<file path="config.mk">
export PLATFORM = sky130hd
export DESIGN_NAME = aclk_keypad_scanner
export DESIGN_NICKNAME = d
export VERILOG_FILES = /design/src/rtl/aclk_keypad_scanner.sv
export SDC_FILE = /design/constraint.sdc
export NUM_CORES = 1
export LEC_CHECK = 0
export ABC_AREA = 1
export CAP_MARGIN = 20
export CORE_MARGIN = 5
export CORE_UTILIZATION = 40
export CTS_BUF_LIST = sky130_fd_sc_hd__clkbuf_8
export CTS_CLUSTER_SIZE = 28
export DETAILED_ROUTE_END_ITERATION = 16
export PLACE_DENSITY = 0.61
export SYNTH_ARGS = -nofsm -noshare
export SYNTH_HDL_FRONTEND = slang
export SYNTH_SLANG_ARGS = --single-unit
export TNS_END_PERCENT = 10
</file>
<file path="constraint.sdc">
create_clock -name clk -period 2.6 [get_ports clk]
set_clock_uncertainty 0.15 [all_clocks]
set_input_delay 0.52 -clock clk [delete_from_list [all_inputs] [get_ports clk]]
set_output_delay 0.52 -clock clk [all_outputs]
set_load 0.01 [all_outputs]
</file>
<file path="src/rtl/aclk_keypad_scanner.sv">
// Alarm-clock 4x3 keypad scanner: column drive, 2-flop row sync, frame decode, debounce FSM.
// Optional macro ACLK_KEY_GHOST_REJECT_EN: frames with two or more digits pressed decode as NO_KEY.
module aclk_keypad_scanner #(
    parameter int         SCAN_DIV        = 256,
    parameter int         DEBOUNCE_FRAMES = 4,
    parameter logic [3:0] NO_KEY          = 4'd10
) (
    input  logic       clk,
    input  logic       reset,
    input  logic [3:0] row_n,
    output logic [2:0] col_n,
    output logic [3:0] key,
    output logic       key_valid,
    output logic       key_pulse
);

    localparam int               DIV_W        = $clog2(SCAN_DIV);
    localparam logic [DIV_W-1:0] DIV_LAST     = DIV_W'(SCAN_DIV - 1);
    localparam logic [3:0]       DEB_TARGET   = 4'(DEBOUNCE_FRAMES);
    localparam bit               SINGLE_FRAME = (DEBOUNCE_FRAMES == 1);
`ifdef ACLK_KEY_GHOST_REJECT_EN
    localparam bit               GHOST_REJECT = 1'b1;
`else
    localparam bit               GHOST_REJECT = 1'b0;
`endif

    typedef enum logic [1:0] {
        ST_IDLE,
        ST_DEBOUNCE,
        ST_PRESSED,
        ST_RELEASE
    } state_t;

    logic [3:0]       row_meta_q, row_sync_q;
    logic [DIV_W-1:0] div_q, div_d;
    logic [1:0]       col_idx_q, col_idx_d;
    logic [2:0]       col_n_q, col_n_d;
    logic [11:0]      frame_q, frame_d, frame_now;
    state_t           state_q, state_d;
    logic [3:0]       cand_q, cand_d;
    logic [3:0]       cnt_q, cnt_d, cnt_inc;
    logic [3:0]       key_q, key_d;
    logic             key_valid_q, key_valid_d;
    logic             key_pulse_q, key_pulse_d;
    logic             tc, frame_end;
    logic [3:0]       result;
    logic [3:0]       hit_count;
    logic [3:0]       pressed;

    // Scan index is row-major (row*3 + col); '*' and '#' decode as NO_KEY.
    function automatic logic [3:0] key_code(input int idx);
        if (idx <= 8)
            return 4'(idx + 1);
        else if (idx == 10)
            return 4'd0;
        else
            return NO_KEY;
    endfunction

    // Column stepping and per-frame accumulation of pressed switches.
    always_comb begin
        tc        = (div_q == DIV_LAST);
        frame_end = tc && (col_idx_q == 2'd2);
        div_d     = tc ? '0 : div_q + 1'b1;
        col_idx_d = col_idx_q;
        col_n_d   = col_n_q;
        pressed   = ~row_sync_q;
        frame_now = frame_q;

        unique case (col_idx_q)
            2'd0: for (int r = 0; r < 4; r++) frame_now[r*3]     = pressed[r];
            2'd1: for (int r = 0; r < 4; r++) frame_now[r*3 + 1] = pressed[r];
            default: for (int r = 0; r < 4; r++) frame_now[r*3 + 2] = pressed[r];
        endcase

        frame_d = frame_q;
        if (tc) begin
            if (col_idx_q == 2'd2) begin
                col_idx_d = 2'd0;
                col_n_d   = 3'b110;
                frame_d   = '0;
            end else begin
                col_idx_d = col_idx_q + 2'd1;
                col_n_d   = {col_n_q[1:0], col_n_q[2]};
                frame_d   = frame_now;
            end
        end
    end

    // Descending loop so the lowest scan index is the one left in result.
    always_comb begin
        result    = NO_KEY;
        hit_count = '0;
        for (int i = 11; i >= 0; i--) begin
            if (frame_now[i] && (key_code(i) != NO_KEY)) begin
                result    = key_code(i);
                hit_count = hit_count + 4'd1;
            end
        end
        if (GHOST_REJECT && (hit_count > 4'd1))
            result = NO_KEY;
    end

    always_comb begin
        // NOTE: every output of this block gets a default first so no path can infer a latch.
        state_d     = state_q;
        cand_d      = cand_q;
        cnt_d       = cnt_q;
        key_d       = key_q;
        key_valid_d = key_valid_q;
        key_pulse_d = 1'b0;
        cnt_inc     = (cnt_q == 4'hF) ? cnt_q : cnt_q + 4'd1;

        if (frame_end) begin
            unique case (state_q)
                ST_IDLE: begin
                    if (result != NO_KEY) begin
                        cand_d = result;
                        cnt_d  = 4'd1;
                        if (SINGLE_FRAME) begin
                            state_d     = ST_PRESSED;
                            key_d       = result;
                            key_valid_d = 1'b1;
                            key_pulse_d = 1'b1;
                        end else begin
                            state_d = ST_DEBOUNCE;
                        end
                    end
                end
                ST_DEBOUNCE: begin
                    if (result == cand_q) begin
                        cnt_d = cnt_inc;
                        if (cnt_inc >= DEB_TARGET) begin
                            state_d     = ST_PRESSED;
                            key_d       = cand_q;
                            key_valid_d = 1'b1;
                            key_pulse_d = 1'b1;
                        end
                    end else if (result == NO_KEY) begin
                        state_d = ST_IDLE;
                        cnt_d   = 4'd0;
                    end else begin
                        cand_d = result;
                        cnt_d  = 4'd1;
                    end
                end
                ST_PRESSED: begin
                    if (result != cand_q) begin
                        cnt_d = 4'd1;
                        if (SINGLE_FRAME) begin
                            state_d     = ST_IDLE;
                            key_d       = NO_KEY;
                            key_valid_d = 1'b0;
                            cnt_d       = 4'd0;
                        end else begin
                            state_d = ST_RELEASE;
                        end
                    end
                end
                ST_RELEASE: begin
                    if (result == cand_q) begin
                        state_d = ST_PRESSED;
                    end else begin
                        cnt_d = cnt_inc;
                        if (cnt_inc >= DEB_TARGET) begin
                            state_d     = ST_IDLE;
                            key_d       = NO_KEY;
                            key_valid_d = 1'b0;
                            cnt_d       = 4'd0;
                        end
                    end
                end
                default: state_d = ST_IDLE;
            endcase
        end
    end

    // NOTE: sequential state uses non-blocking assignments only; reset is asynchronous so outputs clear immediately.
    always_ff @(posedge clk or posedge reset) begin
        if (reset) begin
            row_meta_q  <= 4'hF;
            row_sync_q  <= 4'hF;
            div_q       <= '0;
            col_idx_q   <= 2'd0;
            col_n_q     <= 3'b110;
            frame_q     <= '0;
            state_q     <= ST_IDLE;
            cand_q      <= 4'd0;
            cnt_q       <= 4'd0;
            key_q       <= NO_KEY;
            key_valid_q <= 1'b0;
            key_pulse_q <= 1'b0;
        end else begin
            row_meta_q  <= row_n;
            row_sync_q  <= row_meta_q;
            div_q       <= div_d;
            col_idx_q   <= col_idx_d;
            col_n_q     <= col_n_d;
            frame_q     <= frame_d;
            state_q     <= state_d;
            cand_q      <= cand_d;
            cnt_q       <= cnt_d;
            key_q       <= key_d;
            key_valid_q <= key_valid_d;
            key_pulse_q <= key_pulse_d;
        end
    end

    assign col_n     = col_n_q;
    assign key       = key_q;
    assign key_valid = key_valid_q;
    assign key_pulse = key_pulse_q;

endmodule

</file>
Word level (Yosys, flattened, before mapping) --
Cells that the tools add are included.
Operators by class: eq/ne operators 22, bitwise operators 1, mux-type cells 59, reductions and logical operators 10, order comparisons 1, add/sub/neg operators 3
Operators by type and width (count):
- 4-bit 2-to-1 mux | 23
- 1-bit 2-to-1 mux | 20
- 2-bit 2-to-1 mux | 8
- 2-bit inequality test, second input constant | 8
- 4-bit one-hot mux with 2 select lines | 2
- 4-bit one-hot mux with 4 select lines | 1
- 6-bit AND reduction | 2
- 11-bit 2-to-1 mux | 1
- 3-bit inequality test, second input constant | 3
- 8-bit by 1-bit adder with 8-bit output, second input constant | 1
- 4-bit == test, second input constant | 2
- 8-bit == test, second input constant | 1
- 8-bit 2-to-1 mux | 1
- 2-bit one-hot mux with 4 select lines | 1
- 2-bit == test, second input constant | 3
- 5-bit AND reduction | 1
- 4-bit by 1-bit adder with 4-bit output, second input constant | 1
- 2-bit by 1-bit == test with 1-bit output, second input constant | 2
- 4-bit == test | 1
- 4-bit by 3-bit >= comparator with 1-bit output, second input constant | 1
- 2-bit zero test | 2
- 4-bit inequality test | 1
- 4-bit inequality test, second input constant | 1
- 4-bit inverter | 1
- other kinds (7) | 8
Word-level totals: output and inout port bits 9, word-level logic and storage cells 108, bits of input ports 6, flip-flop bits (word level) 47

Depth between registers and ports, before layout --
depth after elaboration 16, depth in mapped cells 19, gate-level depth less buffers 19

Worst setup path before layout --
Ideal clock, no wire load.
kind register to register, from reg div_q[0], to reg cnt_q[3], slack 0.305 ns, cell stages (with the launch flop) 13, library setup time 0.125 ns, period minus slack after synthesis 2.295 ns, data arrival time 2.020 ns, path buffers 0, required time 2.325 ns, cell sequence dfrtp_1 ha_1 nand2_1 nor2_1 nand4_1 nor2_4 inv_2 nor2_1 inv_1 a21oi_2 nand2_2 nand2_1 o21ai_1
Between the ends: word-level cells in the longest chain between the ends 3
Ends and longest elaborated chain:
- from (decl) | line 35 | logic [DIV_W-1:0] div_q, div_d;
- from (signal assigned) | line 196 | div_q <= div_d;
- 8-bit == test | line 62 | tc = (div_q == DIV_LAST);
- 1-bit logical AND | line 63 | frame_end = tc && (col_idx_q == 2'd2);
- 4-bit AND reduction (no source line)
- to (signal assigned) | line 202 | cnt_q <= cnt_d;
- to (decl) | line 41 | logic [3:0] cnt_q, cnt_d, cnt_inc;
No other way between the ends. A chain may end at the register's enable or synchronous reset.

==> results_dict.tcl <==
set metrics [dict create \
    numCtsBuffers 5 \
    gp_congestion 0.9292 \
    power.density_mw_per_mm2 442.8 \
    ctsHoldBuffers 0 \
    clkLatencyLatePin_ns 0.30 \
    maxSlewHeadroom_pct 59.29 \
    cts.sinks 47 \
    drc 0 \
    fin_cells 420 \
    hold_class "flip-flop to flip-flop" \
    gr-usage-all-layers_pct 14.14 \
    diodes 0 \
    fin_util_pct 51.73 \
    first_iter_violations 129 \
    antenna_found_initial 0 \
    dp_hpwl_um 3804 \
    period_share_pct 94.79 \
    fill_cells 552 \
    required_ns 2.64 \
    vias_per_cell 4.967 \
    synth-seq-area-share_pct 47.62 \
    area_growth_pct 23.91 \
    die_area_mm2 0.007934 \
    synth_compound_area_share_pct 11.16 \
    power.total_mw 1.372 \
    crit_path_end_kind "flip-flop" \
    period_minus_slack_ns 2.464 \
    worstMarginPinSlew_ns 0.6084 \
    initial_core_util_pct 41.75 \
    regArea_mm2 0.001192 \
    fp.dieW_um 89.08 \
    syn-num-nets 313 \
    avgRoutedWirePerCell_um 12.52 \
    dr.pass1.iters 4 \
    cts_tree "yes" \
    num_rows 28 \
    drive_gt1_share_pct 27.83 \
    grt_max_degree 23 \
    syn-cell-area_mm2 0.002501 \
    timing.hold.ws_ns 0.2036 \
    synth_xor_area_share_pct 1.401 \
    coreArea_mm2 0.005991 \
    grt_pass1_vias 1948 \
    yosys-mux-area-fraction_pct 0.4502 \
    drv_slew 0 \
    power_leakage_nw 1.415 \
    worstSetupPathType "flip-flop to flip-flop" \
    cp_max_fo 6 \
    wl_um 5260 \
    io_buffers 14 \
    synth-seq-cells 47 \
    multi_input_area_mm2 0.001245 \
    nets 352 \
    hold_viol 0 \
    root_buffer "clkbuf_8" \
    maxCapViolCount 0 \
    pin_count 15 \
    clkTransAtPathRegs_ns 0.09 \
    rsz0062_at_grt "yes" \
    gr-total-overflow 0 \
    dp_cells 402 \
    fin_setup_tns_ns 0 \
    status "finished, final reports clean" \
    final_common_cell "nand2_1" \
    max_freq_ghz 0.4058 \
    peakVddDrop_mv 0.2941 \
    synthAdderAreaFrac_pct 1.001 \
    synthCells 305 \
    postRouteAntennaNets 0 \
    avgSynthCellArea_um2 8.200 \
    dieHeight_um 89.08 \
    clock_path_buffers 2 \
    ys_types 32 \
    arrival_ns 2.51 \
    mostFrequentLayoutCells "nand2_1, inv_1, dfrtp_1" \
    via_count 2086 \
    synth_warnings 0 \
    setup_viol 0 \
    grt_pass1_wl_um 8921 \
    synth_top_family_by_area "simple AND/OR/NAND/NOR gates" \
    synthSimpleGateAreaFrac_pct 31.52 \
    cts_max_level 2 \
    critical_path.startpoint_type "flip-flop" \
]
-- worst paths after layout --
check,start,end,slack [ns],cells after the start
max,col_idx_q[1],flip-flop,0.14,18
min,row_meta_q[3],row_sync_q[3],0.20,0
max reg2reg,col_idx_q[1],flip-flop,0.14,18
min reg2reg,row_meta_q[3],row_sync_q[3],0.20,0
max in group asynchronous,reset,row_meta_q[3],1.29,3
min in group asynchronous,reset,key[0],0.38,2
-- layer usage --
metal / share of wire, % / global-route usage [%] / up-vias
met3: 4.2 / 3.041 / 9
li1: - / - / 1068
met4: 1.6 / 3.248 / 0
met5: 0 / 0 / -
met2: 44 / 21.12 / 42
met1: 51 / 21.01 / 967
-- report_power, final --
part / total (mW) / switching, mW / leakage (nW) / internal (mW)
Clock: 0.552 / 0.263 / 0.0548 / 0.290
Sequential: 0.745 / 0.00320 / 0.598 / 0.742
Combinational: 0.0745 / 0.0464 / 0.762 / 0.0281
Total: 1.37 / 0.312 / 1.42 / 1.06
-- per-stage QoR --
stage | setup WS (ns) | cell area, um2
6_report | 0.1355 | 3099
5_1_grt | -0.06582 | 3099
4_1_cts | 0.05493 | 2914
3_5_place_dp | 0.1110 | 2799
3_3_place_gp | 0.1404 | 2799
2_1_floorplan | 0.3055 | 2501
-- cell type report --
class	count	share of cell area [%]
clock buffer	5	2.220
clock inverter	3	1.494
inverter	40	5.087
multi-input combinational	216	40.17
sequential	47	38.47
tap	75	3.028
timing repair buffer	34	9.528
-- worst max-delay path: stages (launching register included) --
cell,delay (ns)
dfrtp_2,0.47
clkbuf_2,0.16
o21ai_2,0.16
buf_4,0.14
inv_1,0.05
nor2_2,0.13
nand2_1,0.07
nand2_1,0.07
nand2_1,0.06
nand3_1,0.08
nand2_2,0.07
nor2_4,0.15
nand3_4,0.14
nand2_2,0.10
nand2_2,0.06
nor2_2,0.13
nand3_1,0.07
nand2_1,0.06
nand2_1,0.05
-- registers in the layout, summed over array words and instances (netlist names), named ones only --
register    cells
frame_q        10
cand_q          4
cnt_q           4
col_idx_q       2
state_q         1
key_valid       1
row_meta_q      4
col_n           3
key             4
row_sync_q      4
div_q           8
key_pulse       1
-- Yosys cell counts, drive strengths merged --
| library cell | n | area, um2 |
|---|---|---|
| clkbuf | 2 | 7.510 |
| nand4 | 8 | 50.05 |
| xor2 | 2 | 17.52 |
| o211ai | 1 | 12.51 |
| nor2 | 28 | 150.1 |
| nor3 | 2 | 10.01 |
| dfstp | 12 | 315.3 |
| o31ai | 7 | 52.55 |
| xnor2 | 2 | 17.52 |
| mux2 | 1 | 11.26 |
| ha | 2 | 25.02 |
| nand2 | 99 | 401.6 |
| o21ai | 31 | 162.7 |
| nand3 | 25 | 170.2 |
| dfrtp | 35 | 875.8 |
| o2111ai | 1 | 8.760 |
| o21a | 1 | 15.01 |
| inv | 40 | 152.6 |
| buf | 1 | 11.26 |
| and3 | 1 | 6.260 |
| a21oi | 4 | 27.53 |
-- what timing repair did --
action,in CTS,in global routing
endpoints found under the setup margin,0,16
endpoints found under the hold margin,0,0
resized for setup,0,33
buffers inserted,0,9
-- cell families (layout without fill, tap and decap cells) --
logic type	after synthesis	after routing
AO/OA/AOI/OAI	45	45
XOR/XNOR	4	4
adder cells (fa/ha/maj)	2	2
buffers and inverters	43	82
flip-flops	47	47
multiplexers	1	1
AND/OR/NAND/NOR	163	164
Note: power is estimated with default switching activity, not from simulation.
